**src/rtl/prio_arbiter_if.sv**
```systemverilog
// prio_arbiter_if: request/grant bundle between requesters and prio_arbiter.
//   req       [3:0] : per-requester request, held while wanting or holding the bus
//   prio      [7:0] : prio[2i+1:2i] is requester i's base priority (0..3)
//   gnt       [3:0] : one-hot grant (registered in the arbiter)
//   gnt_valid       : OR of gnt
//   gnt_id    [1:0] : index of the granted requester, 0 when idle
// master = requester side, slave = arbiter side.
interface prio_arbiter_if;
    logic [3:0] req;
    logic [7:0] prio;
    logic [3:0] gnt;
    logic       gnt_valid;
    logic [1:0] gnt_id;

    modport master (
        output req,
        output prio,
        input  gnt,
        input  gnt_valid,
        input  gnt_id
    );

    modport slave (
        input  req,
        input  prio,
        output gnt,
        output gnt_valid,
        output gnt_id
    );
endinterface

```
**src/rtl/prio_arbiter.sv**
```systemverilog
// prio_arbiter: four-requester priority arbiter with aging and round-robin
// tie-breaking. The winner is registered and held until its requester drops
// req; one idle cycle always separates a release from the next grant.
//   clk   : rising-edge clock
//   rst_n : asynchronous, active-low reset
//   bus   : prio_arbiter_if.slave (req/prio in, gnt/gnt_valid/gnt_id out)
// Parameter AGE_LIMIT: waiting edges per +1 aging boost (>= 2).
module prio_arbiter #(
    parameter int AGE_LIMIT = 8
) (
    input  logic            clk,
    input  logic            rst_n,
    prio_arbiter_if.slave   bus
);
    localparam int CW = $clog2(AGE_LIMIT);

    typedef enum logic {
        IDLE  = 1'b0,
        GRANT = 1'b1
    } state_t;

    state_t         state_reg, state_next;
    logic [3:0]     gnt_reg, gnt_next;
    logic           gnt_valid_reg, gnt_valid_next;
    logic [1:0]     gnt_id_reg, gnt_id_next;
    logic [1:0]     rr_ptr_reg, rr_ptr_next;
    logic [CW-1:0]  wait_reg [4];
    logic [CW-1:0]  wait_next [4];
    logic [1:0]     boost_reg [4];
    logic [1:0]     boost_next [4];

    logic [1:0]     eff [4];
    logic [1:0]     meff [4];
    logic [1:0]     max01, max23, max_eff;
    logic [1:0]     win_id;
    logic [1:0]     scan_idx;
    logic           scan_hit;
    logic [3:0]     owner;

    // Effective priority: 3-bit sum of base priority and boost, saturated to 3.
    // Non-requesters are masked to 0 for the max tree; the scan below also
    // requires req, so a masked input can never win.
    generate
        for (genvar gi = 0; gi < 4; gi++) begin : g_eff
            logic [2:0] sum;
            assign sum       = {1'b0, bus.prio[2*gi+1:2*gi]} + {1'b0, boost_reg[gi]};
            assign eff[gi]   = sum[2] ? 2'd3 : sum[1:0];
            assign meff[gi]  = bus.req[gi] ? eff[gi] : 2'd0;
        end
    endgenerate

    // Max-of-two comparator tree over the masked effective priorities.
    assign max01   = (meff[0] >= meff[1]) ? meff[0] : meff[1];
    assign max23   = (meff[2] >= meff[3]) ? meff[2] : meff[3];
    assign max_eff = (max01 >= max23) ? max01 : max23;

    // Round-robin tie-break: first requester at max_eff scanning from rr_ptr.
    always_comb begin
        win_id   = rr_ptr_reg;
        scan_idx = rr_ptr_reg;
        scan_hit = 1'b0;
        for (int k = 0; k < 4; k++) begin
            scan_idx = rr_ptr_reg + 2'(k);
            if (!scan_hit && bus.req[scan_idx] && (eff[scan_idx] == max_eff)) begin
                win_id   = scan_idx;
                scan_hit = 1'b1;
            end
        end
    end

    // Next-state / output logic. owner marks the requester that is being
    // granted or is holding at this edge; its aging state is cleared.
    always_comb begin
        state_next     = state_reg;
        gnt_next       = gnt_reg;
        gnt_valid_next = gnt_valid_reg;
        gnt_id_next    = gnt_id_reg;
        rr_ptr_next    = rr_ptr_reg;
        owner          = 4'b0000;
        case (state_reg)
            IDLE: begin
                if (|bus.req) begin
                    state_next     = GRANT;
                    gnt_next       = 4'b0001 << win_id;
                    gnt_valid_next = 1'b1;
                    gnt_id_next    = win_id;
                    owner[win_id]  = 1'b1;
                end
            end
            GRANT: begin
                if (bus.req[gnt_id_reg]) begin
                    owner[gnt_id_reg] = 1'b1;
                end else begin
                    // Release only; the next grant waits for the following edge.
                    state_next     = IDLE;
                    gnt_next       = 4'b0000;
                    gnt_valid_next = 1'b0;
                    gnt_id_next    = 2'd0;
                    rr_ptr_next    = gnt_id_reg + 2'd1;
                end
            end
            default: begin
                state_next = IDLE;
            end
        endcase
    end

    // Aging: a waiting requester gains +1 boost every AGE_LIMIT edges,
    // saturating at 3; dropping req or owning the bus clears it.
    generate
        for (genvar gi = 0; gi < 4; gi++) begin : g_age
            logic age_clear;
            logic age_wrap;
            assign age_clear      = ~bus.req[gi] | owner[gi];
            assign age_wrap       = (wait_reg[gi] == CW'(AGE_LIMIT - 1));
            assign wait_next[gi]  = (age_clear || age_wrap) ? '0 : wait_reg[gi] + CW'(1);
            assign boost_next[gi] = age_clear ? 2'd0 :
                                    (age_wrap && (boost_reg[gi] != 2'd3)) ? boost_reg[gi] + 2'd1 :
                                    boost_reg[gi];
        end
    endgenerate

    always_ff @(posedge clk or negedge rst_n) begin
        if (!rst_n) begin
            state_reg     <= IDLE;
            gnt_reg       <= 4'b0000;
            gnt_valid_reg <= 1'b0;
            gnt_id_reg    <= 2'd0;
            rr_ptr_reg    <= 2'd0;
            for (int i = 0; i < 4; i++) begin
                wait_reg[i]  <= '0;
                boost_reg[i] <= 2'd0;
            end
        end else begin
            state_reg     <= state_next;
            gnt_reg       <= gnt_next;
            gnt_valid_reg <= gnt_valid_next;
            gnt_id_reg    <= gnt_id_next;
            rr_ptr_reg    <= rr_ptr_next;
            for (int i = 0; i < 4; i++) begin
                wait_reg[i]  <= wait_next[i];
                boost_reg[i] <= boost_next[i];
            end
        end
    end

    assign bus.gnt       = gnt_reg;
    assign bus.gnt_valid = gnt_valid_reg;
    assign bus.gnt_id    = gnt_id_reg;

endmodule
```
**src/flat_wrapper.sv**
```systemverilog
// flat-port wrapper written by rule: the top's interface ports become plain ports
module prio_arbiter_flat 
#(
    parameter int AGE_LIMIT = 8
)
  (clk, rst_n, bus_req, bus_prio, bus_gnt, bus_gnt_valid, bus_gnt_id);
  prio_arbiter_if bus_i ();
  input  logic clk;
  input  logic rst_n;
  input wire logic [$bits(bus_i.req)-1:0] bus_req;
  input wire logic [$bits(bus_i.prio)-1:0] bus_prio;
  output wire logic [$bits(bus_i.gnt)-1:0] bus_gnt;
  output wire logic [$bits(bus_i.gnt_valid)-1:0] bus_gnt_valid;
  output wire logic [$bits(bus_i.gnt_id)-1:0] bus_gnt_id;
  assign bus_i.req = bus_req;
  assign bus_i.prio = bus_prio;
  assign bus_gnt = bus_i.gnt;
  assign bus_gnt_valid = bus_i.gnt_valid;
  assign bus_gnt_id = bus_i.gnt_id;
  prio_arbiter #(.AGE_LIMIT(AGE_LIMIT)) u_core (.clk(clk), .rst_n(rst_n), .bus(bus_i));
endmodule
```
**config.mk**
```make
export PLATFORM = sky130hd
export DESIGN_NAME = prio_arbiter_flat
export DESIGN_NICKNAME = d
export VERILOG_FILES = /design/src/rtl/prio_arbiter_if.sv /design/src/rtl/prio_arbiter.sv /design/src/flat_wrapper.sv
export SDC_FILE = /design/constraint.sdc
export NUM_CORES = 1
export LEC_CHECK = 0
export ABC_CLOCK_PERIOD_IN_PS = 4000
export CAP_MARGIN = 20
export CORE_ASPECT_RATIO = 1.2
export CORE_UTILIZATION = 45
export CTS_CLUSTER_SIZE = 40
export DETAILED_ROUTE_END_ITERATION = 8
export HOLD_SLACK_MARGIN = 0.02
export PLACE_DENSITY = 0.67
export SLEW_MARGIN = 30
export SYNTH_ARGS = -nofsm -noshare
export SYNTH_HDL_FRONTEND = slang
export SYNTH_SLANG_ARGS = --single-unit
export TNS_END_PERCENT = 5
```
**constraint.sdc**
```tcl
create_clock -name clk -period 4 [get_ports clk]
set_input_delay 0.8 -clock clk [delete_from_list [all_inputs] [get_ports clk]]
set_output_delay 0.8 -clock clk [all_outputs]
set_load 0.01 [all_outputs]
```
* Word level (Yosys, flattened, before mapping)
Index checks and enable logic that the tools add are counted.
** Operators by class
- Equality and inequality tests :: 14
- Divide/modulo/power cells :: 0
- $lt $le $gt $ge :: 15
- Bitwise operators :: 14
- Multiply operators :: 0
- Reduce and logical (&&, ||, !) cells :: 27
- $add $sub $neg :: 16
- Shift-type cells :: 1
- Mux-type cells :: 70
** Operators with widths (number)
- 2-bit 2-to-1 mux :: 32
- 2-bit by 3-bit less-than comparator with 1-bit output, second input constant :: 6
- 2-bit binary-select mux with 2-bit select :: 4
- 4-bit 2-to-1 mux :: 4
- 4-bit case mux with 2 select lines :: 2
- 1-bit 2-to-1 mux :: 14
- 1-bit logical AND :: 13
- 2-bit by 1-bit adder with 2-bit output, second input constant :: 6
- 2-bit by 2-bit adder with 3-bit output :: 4
- 3-bit by 1-bit adder with 3-bit output, second input constant :: 4
- 3-bit == test, second input constant :: 4
- 3-bit >= comparator, second input constant :: 4
- 3-bit 2-to-1 mux :: 4
- 2-bit inverter with 3-bit output :: 4
- 1-bit binary-select mux with 2-bit select :: 5
- 2-bit inequality test, second input constant :: 5
- 2-bit == test :: 4
- 2-bit nonzero test :: 4
- 2-bit >= comparator :: 3
- 1-bit inverter :: 6
- 2-bit adder, second input constant :: 2
- 1-bit demux with 2-bit select :: 2
- 2-bit by 1-bit >= comparator with 1-bit output, second input constant :: 2
- 1-bit logical OR :: 4
- other kinds (8) :: 15
** Storage, ports and cells
- Bits in latches :: 0
- Output and inout port bits :: 7
- Register bits :: 30
- Logic and storage cells :: 170
- Memory bits (writable) :: 0
- Bits in read-only memories :: 0
- Input bits :: 14
- Memories :: 0

* Longest topological paths before layout
- Word-level depth :: 31
- Mapped depth :: 20
- Mapped depth without buffers :: 19

* Worst setup path after synthesis
Ideal clock, no wire load.
- Kind :: input to register
- Start point :: in bus_prio[4]
- End point :: reg u_core.wait_reg[0] (netlist bit)
- Path buffers :: 1
- Arrival :: 4.491 ns
- Cell stages on the path :: 18
- Path slack :: -0.616 ns
- Required time :: 3.875 ns
- Library setup time :: 0.125 ns
- Cell sequence :: ha_1 > inv_1 > fa_1 > nand2_1 > nand2_1 > ha_1 > o2111ai_1 > o21ai_0 > ha_1 > nor2b_1 > o21ba_2 > o211ai_2 > and3_1 > or3_4 > a311oi_2 > xor2_1 > buf_2 > a2111oi_0
** RTL lines
- from (decl) :: line flat_wrapper.sv:11 : input wire logic [$bits(bus_i.prio)-1:0] bus_prio;
- to (signal, indexed assignment) :: line prio_arbiter.sv:141 : wait_reg[i] <= wait_next[i];
- to (decl) :: line prio_arbiter.sv:27 : logic [CW-1:0] wait_reg [4];

==> metrics.md <==
| Metric | Value |
|---|---|
| Outcome | `finished, violations left` |
| Violated checks | `negative setup slack` |
| Vias in the first global route | `2,214` |
| Top cells by count, synth | `30 x dfrtp_1, 29 x ha_1, 27 x inv_1, 27 x nand2_1, 10 x a211oi_1` |
| Final wirelength | `5.844 mm` |
| CTS tree | `done` |
| Worst endpoint data arrival time | `5020 ps` |
| WP data required | `4160 ps` |
| Num CTS Buffers | `5` |
| Leak pwr | `1.594 nW` |
| Root buf cell | `clkbuf_8` |
| Synthesized area per cell | `10.24 um2` |
| Yosys warns | `0` |
| Max incr delay on CP | `470 ps` |
| Switching Power | `1.037 mW` |
| Initial Utilization | `0.4769` |
| WHS | `466.5 ps` |
| Max Slew Vio Count | `0` |
| Worst setup EP type | `flip-flop` |
| Yosys cell types | `46` |
| Fin worst setup slack | `-860.0 ps` |
| Vias/cell | `5.648` |
| Residual DRC | `0` |
| I/O pin cnt | `21` |
| Antenna viol nets, final | `0` |
| Most frequent cell after synthesis | `dfrtp_1` |
| Layout area overhead | `37.76%` |
| Reg area | `750.7 um2` |
| Buf+Inv Stages, Crit Path | `3` |
| Die Footprint | `5999 um2` |
| Critical Path Source Type | `primary input` |
| Largest family of logic cells by synthesized area | `compound AO/OA/AOI/OAI gates` |
| Hold_sp | `u_core.wait_reg[6]` |
| Critical path's slowest cell | `clkdlybuf4s50_1` |
| Design area | `3528 um2` |
| CTS Buffer Depth | `2` |
| CTS clock-pin slew for the worst setup and hold paths | `60 ps` |
| Tmin final | `4860 ps` |
| Fin. Hold Viols | `0` |
| VDD IR max | `0.5114 mV` |
| Pre-CTS WS | `-1316 ps` |
| Initial antenna violation count | `0` |
| Post-route setup TNS | `-20,570 ps` |
| Mux contribution to synthesized area | `0.1143` |
| CP Cell Sequence | `clkdlybuf4s50_1 > ha_1 > inv_1 > fa_2 > nand2b_1 > and2_4 > ha_1 > nor2b_2 > o2111ai_2 > o21a_1 > ha_1 > nor2b_2 > o21ba_2 > o211ai_2 > and3_1 > or3_4 > a311oi_4 > xnor2_2 > buf_12 > a2111oi_2` |
| Later-pin clock latency in the skew report | `280 ps` |
| Per-cell routed wire length | `15.26 um` |
| Internal | `1.287 mW` |
| EDFF count, synth | `0` |
| RSZ-0062 raised after global routing | `yes` |
| Logic pwr share | `0.697` |
| Net Sw Frac | `0.4461` |
| Sequential fraction of the synthesis area | `0.2931` |
| Port bufs | `20` |
| CP top delay family | `compound AO/OA/AOI/OAI gates` |
| CTS Sinks | `30` |
| Core area | `5370 um2` |
| MaxCap Viol Count | `0` |
| Most Frequent Cell on Critical Path | `ha_1` |
| Synth Area in Compound Gates | `0.1866` |
| Max FFs per register | `12` |
| Mapped Cells | `250` |
| Tightest slew margin relative to the limit | `0.6940` |
| Non-Filler Instances | `383` |
| Final Skew | `7.320 ps` |
| Vias | `2,163` |
| Nets | `368` |
| Grt total ovfl | `0` |
| Worst Hold Class | `flip-flop to flip-flop` |
| Die X | `70.87 um` |
| Worst Tran Pin Value | `459.0 ps` |
| Top cell type by total area after synthesis | `dfrtp_1` |
| Fmax | `0.2058 GHz` |
| Synthesized net count | `297` |
| Number of fill cells | `442` |
| Synth Area in XOR/XNOR | `0.03420` |
| Die Y-Extent | `84.65 um` |
| DP Wirelength | `4.379 mm` |
| H-tree levels | `2` |
| Top post-synthesis cells by area | `dfrtp_1 29%, ha_1 14%, mux4_2 6.2%` |
| Global-route wire length before repair | `9.949 mm` |
| Area of the multi-input gates | `1888 um2` |
| CP max FO | `13` |
| Pwr Density | `658.8 nW/um2` |
| Seq cells post-synth | `30` |
| CP startpoint | `bus_prio[2]` |
| Reg2reg start | `u_core.boost_reg[2]` |
| Rows | `29` |
| Placed Cells | `371` |
| GP Congestion | `0.8545` |
| Total track usage | `0.2097` |
| Ys flop type | `dfrtp_1` |
| Post-CTS Hold Buffers | `0` |
| Antenna diodes | `0` |
| Pre-antenna DRT Iters | `4` |
| Post-Place Cell Area | `3182 um2` |
| Period utilization | `1.215` |
| Layout cell share with drive strength beyond 1 | `0.3551` |
| Initial DRC count | `67` |
| Post-Syn Area | `2561 um2` |
| Post-synth ARST share | `1.000` |
| Clock power share | `0.095` |
| Post-synthesis adder-cell area fraction | `0.1729` |
| Post-synth top area share | `0.2931` |
| Simple-gate portion of the synthesized area | `0.1339` |
| Largest net degree at the start of global routing | `31` |
| Crit Path Class | `primary input to flip-flop` |
| Reg power frac | `0.208` |
| Endpoints failing setup | `26` |
==> cell type report <==
cell class | count | share of cell area
flip-flops and latches | 30 | 0.2128
multi-input cells | 183 | 0.5351
repair buffers | 73 | 0.1787
clock buffers | 7 | 0.02163
inverters | 28 | 0.02979
well taps | 62 | 0.02199
==> per-stage QoR <==
stage            util  total power [mW]
6_report       0.6570             2.324
2_1_floorplan       -             1.372
3_3_place_gp   0.5925             1.781
3_5_place_dp   0.5925             1.816
5_1_grt        0.6570             2.485
4_1_cts        0.6330             2.191
==> kinds of logic (layout without fill, tap and decap cells) <==
family	count (synthesis)	count (layout)
AND/OR/NAND/NOR	67	67
AO/OA/AOI/OAI	53	53
buffers and inverters	37	108
adder cells (fa/ha/maj)	33	33
flip-flops	30	30
multiplexers	20	20
XOR/XNOR	10	10
==> routing by layer <==
| layer | up-vias | wire length, um | global-route usage |
|---|---|---|---|
| li1 | 1052 | - | - |
| met1 | 1062 | 2492 | 0.2548 |
| met2 | 41 | 3105 | 0.3724 |
| met3 | 8 | 159 | 0.03601 |
| met4 | 0 | 87 | 0.07273 |
| met5 | - | 0 | 0 |
==> power by group through the flow <==
stage	logic (mW)	clock network (mW)	registers (mW)
after floorplan	0.923	0	0.450
after global placement	1.31	0	0.474
after detailed placement	1.34	0	0.480
after CTS	1.49	0.225	0.478
after global routing	1.75	0.240	0.496
final	1.62	0.221	0.483
==> cells in the final DEF (no fill, tap or decap), types with 5 or more instances in the layout <==
master / instances
a2111oi_4: 9
nand3_1: 6
mux4_2: 7
mux2i_1: 9
clkbuf_8: 5
dfrtp_1: 30
ha_1: 28
nand2_1: 23
nand2b_1: 9
inv_1: 26
buf_4: 45
clkdlybuf4s50_1: 20
xor2_1: 7
a211oi_1: 6
buf_6: 6
==> worst paths after layout <==
check	endpoint	slack, ps	depth (start not counted)
max	u_core.wait_reg[11]	-860	20
min	u_core.wait_reg[6]	470	1
max reg2reg	u_core.wait_reg[11]	-290	18
min reg2reg	u_core.wait_reg[6]	470	1
max in group asynchronous	u_core.bus.gnt[0]	2810	2
min in group asynchronous	u_core.wait_reg[3]	900	2
==> timing repair <==
item	4_1_cts	5_1_grt
pin swaps	6	5
hold endpoints to repair	0	0
cloned	0	1
buffers inserted	1	3
endpoints found under the setup margin	26	26
resized for setup	33	13
Power figures use the tool's default switching activity.
